`src/rtl/vec_mac_pkg.sv`:
```
// vec_mac_pkg: window geometry and feeder state encoding shared with vector_mac_top
package vec_mac_pkg;
    localparam int LANES = 4;
    localparam int BEATS = 250;
    typedef enum logic [1:0] {FILL, PAD, DROP} state_t;
endpackage

```
`src/rtl/vec_mac_feeder.sv`:
```
// vec_mac_feeder: packs uint8 pairs into LANES-wide beats, padding or dropping to exactly BEATS beats per window
module vec_mac_feeder #(
    parameter int LANES = vec_mac_pkg::LANES,
    parameter int BEATS = vec_mac_pkg::BEATS
) (
    input  logic               clk,
    input  logic               rst,
    input  logic               s_valid,
    output logic               s_ready,
    input  logic [7:0]         s_a,
    input  logic [7:0]         s_b,
    input  logic               s_last,
    output logic               m_valid,
    output logic [8*LANES-1:0] m_a,
    output logic [8*LANES-1:0] m_b,
    output logic               vec_done,
    output logic               ovf_err
);
    import vec_mac_pkg::*;
    localparam int W = 8 * LANES;
    localparam int LW = LANES > 1 ? $clog2(LANES) : 1;
    localparam int BW = BEATS > 1 ? $clog2(BEATS) : 1;
    state_t state, state_n;
    logic [LW-1:0] lane, lane_n;
    logic [BW-1:0] beat, beat_n;
    logic [W-1:0] acc_a, acc_b, acc_a_n, acc_b_n, pk_a, pk_b, m_a_n, m_b_n;
    logic fire, last_lane, last_beat, emit, ovf_n;
    assign s_ready = !rst && state != PAD;
    assign fire = s_valid && s_ready;
    assign last_lane = lane == LW'(LANES - 1);
    assign last_beat = beat == BW'(BEATS - 1);
    // lane 0 starts a fresh beat, so stale upper lanes never leak into a partial beat
    assign pk_a = (lane == '0 ? '0 : acc_a) | (W'(s_a) << {lane, 3'b000});
    assign pk_b = (lane == '0 ? '0 : acc_b) | (W'(s_b) << {lane, 3'b000});
    always_comb begin
        state_n = state;
        lane_n = lane;
        beat_n = beat;
        acc_a_n = acc_a;
        acc_b_n = acc_b;
        m_a_n = m_a;
        m_b_n = m_b;
        emit = 1'b0;
        ovf_n = ovf_err;
        if (state == PAD) begin
            emit = 1'b1;
            m_a_n = '0;
            m_b_n = '0;
            state_n = last_beat ? FILL : PAD;
        end else if (state == DROP) begin
            ovf_n = ovf_err || fire;
            state_n = fire && s_last ? FILL : DROP;
        end else if (fire) begin
            if (last_lane || s_last) begin
                emit = 1'b1;
                m_a_n = pk_a;
                m_b_n = pk_b;
                lane_n = '0;
                state_n = s_last && !last_beat ? PAD : !s_last && last_beat ? DROP : FILL;
            end else begin
                lane_n = lane + LW'(1);
                acc_a_n = pk_a;
                acc_b_n = pk_b;
            end
        end
        if (emit)
            beat_n = last_beat ? '0 : beat + BW'(1);
    end
    always_ff @(posedge clk) begin
        if (rst) begin
            state <= FILL;
            lane <= '0;
            beat <= '0;
            acc_a <= '0;
            acc_b <= '0;
            m_a <= '0;
            m_b <= '0;
            m_valid <= 1'b0;
            vec_done <= 1'b0;
            ovf_err <= 1'b0;
        end else begin
            state <= state_n;
            lane <= lane_n;
            beat <= beat_n;
            acc_a <= acc_a_n;
            acc_b <= acc_b_n;
            m_a <= m_a_n;
            m_b <= m_b_n;
            m_valid <= emit;
            vec_done <= emit && last_beat;
            ovf_err <= ovf_n;
        end
    end
endmodule
```
`config.mk`:
```
export PLATFORM = sky130hd
export DESIGN_NAME = vec_mac_feeder
export DESIGN_NICKNAME = d
export VERILOG_FILES = /design/src/rtl/vec_mac_pkg.sv /design/src/rtl/vec_mac_feeder.sv
export SDC_FILE = /design/constraint.sdc
export NUM_CORES = 1
export LEC_CHECK = 0
export BUFFER_PORTS_ARGS = -buffer_cell sky130_fd_sc_hd__buf_4
export CAP_MARGIN = 0
export CORE_MARGIN = 2
export CORE_UTILIZATION = 53
export DETAILED_ROUTE_END_ITERATION = 8
export GPL_ROUTABILITY_DRIVEN = 0
export GPL_TIMING_DRIVEN = 0
export MAX_ROUTING_LAYER = met4
export PLACE_DENSITY = 0.75
export SETUP_SLACK_MARGIN = 0.02
export SLEW_MARGIN = 20
export SYNTH_ARGS = -nofsm -noshare
export SYNTH_HDL_FRONTEND = slang
export SYNTH_SLANG_ARGS = --single-unit
```
`constraint.sdc`:
```
create_clock -name clk -period 2.2 [get_ports clk]
set_input_delay 0.11 -clock clk [delete_from_list [all_inputs] [get_ports clk]]
set_output_delay 0.11 -clock clk [all_outputs]
set_load 0.02 [all_outputs]
```
Word-level counts from Yosys, hierarchy flattened. Index checks and enable logic that the tools add are counted. W data, S select, Z words.

Shift-type cells: 2. Add/subtract/negate cells: 2. Eq/ne operators: 5. Reductions and logical operators: 20. Bitwise operators: 5. Mux-type cells: 16.

Operator list (count): $mux W32 (2); $or A32 B32 Y32 (2); $shl A8 B5 Y32 (2); $mux W2 (8); $add A8 B1 Y8 const B (1); $eq A8 B8 Y1 const B (1); $mux W8 (1); $logic_and A1 B1 Y1 (6); $reduce_and A3 Y1 (2); $reduce_bool A3 Y1 (2); $mux W1 (5); $eq A2 B2 Y1 const B (2); $reduce_and A2 Y1 (2); $reduce_and A4 Y1 (1); $logic_not A1 Y1 (3); $not A1 Y1 (3); $add A2 B1 Y2 const B (1); $eq A2 B1 Y1 const B (1); $logic_not A2 Y1 (1); $logic_or A1 B1 Y1 (2); $ne A2 B1 Y1 const B (1); $reduce_or A2 Y1 (1).

Register bits after elaboration: 143. Output and inout bits: 68. Logic and storage cells: 60.

Longest topological paths before layout. Gate-level depths: netlist (run 1).

Depth after elaboration: 8. Mapped depth: 10. Depth with buffers taken out: 7.

Worst setup path after synthesis (run 1). OpenSTA, ideal clock, no wires.

Path type: register to register. Start: register state[1]. End: register acc_a[10]. Arrival time: 1707 ps. Period minus slack after synthesis: 1853 ps. Setup slack: 347 ps. Setup time: 146 ps. Stages on the path, launching flop included: 10. Path through: dfxtp_1 > inv_1 > ha_1 > or2_1 > buf_4 > inv_2 > and4_1 > buf_2 > buf_4 > a211oi_2.

Cells in the longest elaborated chain, start to end: 4.

Ends and longest elaborated chain: from (decl) (line vec_mac_feeder.sv:23) `state_t state, state_n;`; from (signal assigned) (line vec_mac_feeder.sv:82) `state <= state_n;`; $ne A2 B1 Y1 (line vec_mac_feeder.sv:28) `assign s_ready = !rst && state != PAD;`; $logic_and A1 B1 Y1 (line vec_mac_feeder.sv:28); $logic_and A1 B1 Y1 (line vec_mac_feeder.sv:29) `assign fire = s_valid && s_ready;`; $reduce_and A4 Y1 (no line) (*); to (signal assigned) (line vec_mac_feeder.sv:85) `acc_a <= acc_a_n;`; to (decl) (line vec_mac_feeder.sv:26) `logic [W-1:0] acc_a, acc_b, acc_a_n, acc_b_n, pk_a, pk_b, m_a_n, m_b_n;`.

Every way passes the cells marked *; elsewhere a longest branch is shown, timed or not. A chain may end at the register's enable or synchronous reset.

Final worst setup path (run 1).
Start: register lane[1]. End: register acc_b[23].

Cells in the longest elaborated chain, start to end: 4.

Ends and longest elaborated chain: from (decl) (line vec_mac_feeder.sv:24) `logic [LW-1:0] lane, lane_n;`; from (signal assigned) (line vec_mac_feeder.sv:83) `lane <= lane_n;`; branches (longest 4 deep; another with $shl A8 B5 Y32); to (signal assigned) (line vec_mac_feeder.sv:86) `acc_b <= acc_b_n;`; to (decl) (line vec_mac_feeder.sv:26).

Parallel ways; which one is timed is not known.

==> flow_metrics.tcl, run 1 <==
set metrics [dict create \
    yosysUniqueCellTypes 31 \
    path_class "reg -> reg" \
    io_pins 88 \
    drive_above_1_share_pct 27.0 \
    regToRegStartpoint "lane[1]" \
    post-place-cells 895 \
    maxCapViolations 0 \
    grt_max_degree 17 \
    total_power_mw 6.43 \
    grt_pass1_wl_um 25200 \
    layout_common_cells "143 x dfxtp_1, 108 x nor2_1, 93 x buf_4, 76 x a21oi_1, 65 x nor2b_1" \
    fin_area_sq_um 7560 \
    synthCells 665 \
    rsz0062_at_grt "yes" \
    avgSynthCellArea_sq_um 9.16 \
    root_buffer "clkbuf_16" \
    area_growth_pct 24.2 \
    stdcell_count 927 \
    overflow 0 \
    tightest_slew_ns 0.762 \
    antenna_left 0 \
    yosys_warnings 0 \
    clk_latency_ns 0.42 \
    die_h_um 111 \
    crit_fanout 10 \
    drv_slew 0 \
    dp.final_hpwl_um 11600 \
    rows 39 \
    hold_start "s_b[1]" \
    fin_util_pct 66.8 \
    worst_ep_arrival_time_ns 2.46 \
    end_kind "flip-flop" \
    synth-seq-cells 143 \
    skew_ns 0.00769 \
    antenna_found_initial 0 \
    place_area_sq_um 6920 \
    drt_iter0_drc 277 \
    p_leak_nw 2.66 \
    synthesis.area_sq_um 6090 \
    initial_core_util_pct 53.8 \
    htree_num_levels 4 \
    layout_commonest_cell "dfxtp_1" \
    drt_drc_violations_left 0 \
    finalHoldViolCount 0 \
    routed_wl_um 15700 \
    clock_sinks 143 \
    antenna_cells 0 \
    crit_start "lane[1]" \
    via_count 5328 \
    die_w_um 111 \
    drtPass1Iterations 5 \
    crit_required_ns 2.54 \
    cts_buffers 17 \
    nFillCells 895 \
    final_nets 797 \
    grt_util_all_layers_pct 26.3 \
    tritoncts "yes" \
    cp-start-kind "flip-flop" \
    via_per_inst 5.75 \
    grt_pass1_vias 5165 \
    max_freq_mhz 471 \
    cts_buffer_depth 2 \
    syn_nets 691 \
    slew_headroom_pct 49.2 \
    postCtsSetupBuffers 0 \
    clk_pin_slew_ns 0.06 \
    period_share_pct 96.4 \
    powerDensity_nw_per_um2 850 \
    port_buffers 87 \
    wl_per_cell_um 16.9 \
    hp-class "in -> reg" \
    peakVddDrop_mv 0.650 \
    status "complete, no violations" \
    ys_seq_area_share_pct 47.0 \
    core_sq_um 11300 \
    min_period_ns 2.12 \
    dieArea_sq_um 12400 \
    finalSetupViolCount 0 \
]
final cells by class:
cell class	instances	area, sq um	area share, %
well taps	143	179	2.37
inverters	10	37.5	0.496
plain buffers	55	349	4.61
repair buffers	87	653	8.63
clock inverters	6	105	1.39
clock buffers	26	489	6.47
multi-input cells	457	2890	38.2
flip-flops and latches	143	2860	37.8
metrics by stage:
stage / hold slack (ns) / TNS, ns / worst slack, ns
CTS: 0.0332 / 0 / 0.0554
global placement: 0.460 / 0 / 0.0931
floorplan: 0.306 / 0 / 0.347
finish: 0.0485 / 0 / 0.0788
detailed placement: 0.467 / 0 / 0.0235
global route: 0.0572 / -1.15 / -0.0521
where the power goes:
group	internal (mW)	switching, mW
combinational	0.279	0.473
clock	1.87	1.04
sequential	2.71	0.0602
state kept, by name, indices dropped and copies added (netlist names):
name,flops
state,2
ovf_err,1
acc_b,32
m_valid,1
m_b,32
acc_a,32
beat,8
vec_done,1
m_a,32
lane,2
final timing paths:
kind               end  slack, ns  depth (start not counted)
max          acc_b[23]       0.08                          5
min            m_b[25]       0.05                          3
max reg2reg  acc_b[23]       0.08                          5
min reg2reg    m_a[20]       0.47                          2
routing by layer:
layer	wire, um	vias to the layer above	global-route usage, %
met1	6830	2585	32.2
met2	7630	148	42.1
li1	-	2565	-
met5	0	-	-
met4	313	0	11.1
met3	916	30	5.96
synth_stat cells (all sizes together):
library cell  number  area, sq um
o21ai             34          170
nand3             31          155
a211oi           100         1030
buf               29          231
or2                2         12.5
clkbuf            26         97.6
dfxtp            143         2860
nor2             109          409
and2b              1         7.51
or3                8         50.1
or4                2         15.0
nand4              4         25.0
a31oi              1         12.5
o21bai             1         7.51
and4               2         17.5
o31ai              2         15.0
nor3               2         10.0
nor2b             65          407
o32ai              1         8.76
ha                 6         75.1
xor2               1         8.76
inv               10         37.5
a21oi             76          380
a221o              1         10.0
nand3b             1         7.51
nand2              7         26.3
critical path, cell delays in order (launching register included):
cell      delay, ns
dfxtp_1        0.42
inv_1          0.10
nor2_1         0.56
clkbuf_1       0.51
a21oi_1        0.21
a211oi_2       0.25
repair_timing:
action | in CTS | in global routing
hold endpoints to repair | 0 | 0
resized for setup | 2 | 21
hold buffers | 0 | 0
endpoints found under the setup margin | 10 | 125
cells by family (layout without fill, tap and decap cells):
| kind of cell | Yosys count | count (layout) | share of synthesized area [%] |
|---|---|---|---|
| AND/OR/NAND/NOR | 234 | 234 | 18.8 |
| flip-flops | 143 | 143 | 47.0 |
| adder cells (fa/ha/maj) | 6 | 6 | 1.23 |
| AO/OA/AOI/OAI | 216 | 216 | 26.8 |
| buffers and inverters | 65 | 184 | 6.02 |
| XOR/XNOR | 1 | 1 | 0.144 |
Power figures use the tool's default switching activity.
==> run 2: changes to the inputs <==
--- a/config.mk
+++ b/config.mk
@@ -14,6 +14,7 @@
 export GPL_TIMING_DRIVEN = 0
 export MAX_ROUTING_LAYER = met4
 export PLACE_DENSITY = 0.75
+export RECOVER_POWER = 100
 export SETUP_SLACK_MARGIN = 0.02
 export SLEW_MARGIN = 20
 export SYNTH_ARGS = -nofsm -noshare
==> run 2 against run 1 <==
Effect of this change:
- largest cell class unchanged
- global-route usage is the same
- fmax grew 0.82%
- utilization shrank 2.2 points
- sequential power is essentially flat
- via count is essentially flat
==> flow_metrics.tcl, run 2 (synthesis gave the netlist of run 1 again) <==
set metrics [dict create \
    status "complete, no violations" \
    min_to "m_b[25]" \
    grt_pass1_vias 5165 \
    skew_ns 0.00701 \
    routed_wl_um 15700 \
    route.met2.wl_um 7600 \
    rsz0062_at_grt "yes" \
    die_h_um 111 \
    port_buffers 87 \
    route.top_layer_used "met4" \
    p_leak_nw 2.38 \
    wl_per_cell_um 17.0 \
    max_freq_mhz 475 \
    cp_cell_sequence "inv_1 > nor2_1 > clkbuf_1 > a21oi_1 > a211oi_2" \
    crit_fanout 10 \
    grt_pass1_wl_um 25200 \
    antenna_found_initial 0 \
    clk_latency_ns 0.42 \
    core_sq_um 11300 \
    clk_pin_slew_ns 0.06 \
    final_nets 797 \
    nFillCells 962 \
    drv_slew 0 \
    layout_common_cells "143 x dfxtp_1, 108 x nor2_1, 92 x clkbuf_1, 76 x a21oi_1, 65 x nor2b_1" \
    critPathMaxStageDelay_ns 0.54 \
    powerDensity_nw_per_um2 874 \
    htree_num_levels 4 \
    total_power_mw 6.39 \
    min_period_ns 2.10 \
    hold_ws_ns 0.0469 \
    antenna_cells 0 \
    fin_area_sq_um 7310 \
    worst_ep_arrival_time_ns 2.45 \
    antenna_left 0 \
    regToRegStartpoint "lane[1]" \
    io_pins 88 \
    root_buffer "clkbuf_16" \
    drive_above_1_share_pct 18.5 \
    whs_path_depth 3 \
    maxCapViolations 0 \
    end_kind "flip-flop" \
    postCtsSetupBuffers 0 \
    crit_family "buffers and inverters" \
    finalSetupViolCount 0 \
    period_share_pct 95.6 \
    die_w_um 111 \
    grt_util_all_layers_pct 26.3 \
    r2r_end "acc_b[23]" \
    via_count 5323 \
    r2r_slack_ns 0.1 \
    tightest_slew_ns 0.751 \
    drtPass1Iterations 5 \
    cts_buffers 17 \
    area_growth_pct 20.1 \
    drt_iter0_drc 282 \
    cp.buffers_inverters 2 \
    via_per_inst 5.74 \
    grt_max_degree 17 \
    dieArea_sq_um 12400 \
    place_area_sq_um 6920 \
    m1WireLength_um 6860 \
    dp.final_hpwl_um 11600 \
    cp-start-kind "flip-flop" \
    overflow 0 \
    met3_length_um 905 \
    layout_commonest_cell "dfxtp_1" \
    clock_sinks 143 \
    crit_required_ns 2.54 \
    peakVddDrop_mv 0.650 \
    rows 39 \
    initial_core_util_pct 53.8 \
    path_class "reg -> reg" \
    hold_start "s_b[1]" \
    rr_worst_depth 5 \
    drt_drc_violations_left 0 \
    critPathSlowestCell "nor2_1" \
    slew_headroom_pct 49.9 \
    cts_buffer_depth 2 \
    tritoncts "yes" \
    hp-class "in -> reg" \
    finalHoldViolCount 0 \
]
## run 2: timing repair
| item | 4_1_cts | 5_1_grt |
|---|---|---|
| hold buffers | 0 | 0 |
| resized for setup | 2 | 21 |
| pin swaps | 0 | 0 |
| endpoints found under the setup margin | 10 | 125 |
## run 2: area by class of cell
type                    instances  area [sq um]  area share, %
multi-input cells             457          2890           39.5
flip-flops and latches        143          2860           39.1
clock buffers                  26           489           6.69
repair buffers                 87           402           5.49
plain buffers                  55           349           4.77
well taps                     143           179           2.45
clock inverters                 6           105           1.44
inverters                      10          37.5          0.513
## run 2: stage by stage
step	util (%)	std cells	worst slack, ns	setup TNS (ns)
final	64.6	927	0.0960	0
after global routing	64.6	927	-0.0521	-1.15
after CTS	66.4	927	0.0554	0
after detailed placement	61.2	895	0.0235	0
after global placement	61.2	895	0.0931	0
after floorplan	-	665	0.347	0
## run 2: tightest hold or removal path: cells and delay by family
| kind | cells | cell delay, ns |
|---|---|---|
| buffers and inverters | 1 | 0.11 |
| AO/OA/AOI/OAI | 2 | 0.22 |
## run 2: worst max-delay path by stage
stage / startpoint / end / slack, ns / cells after the start
floorplan: state[1] / acc_a[10] / 0.35 / 9
global placement: state[1] / acc_a[8] / 0.09 / 9
detailed placement: state[1] / acc_a[15] / 0.02 / 9
CTS: state[1] / s_ready / 0.06 / 7
global route: lane[0] / m_a[1] / -0.05 / 7
finish: lane[1] / acc_b[23] / 0.1 / 5
## run 2: power by group
part,switching (mW),leakage (nW),internal [mW],total [mW]
clock,1.04,0.292,1.87,2.91
sequential,0.0591,1.16,2.71,2.77
combinational,0.472,0.924,0.240,0.713
## run 2: per-layer routing
metal / track usage, % / up-vias
met2: 42.1 / 141
met3: 5.96 / 37
met1: 32.2 / 2579
met4: 11.1 / 0
met5: - / -
li1: - / 2566
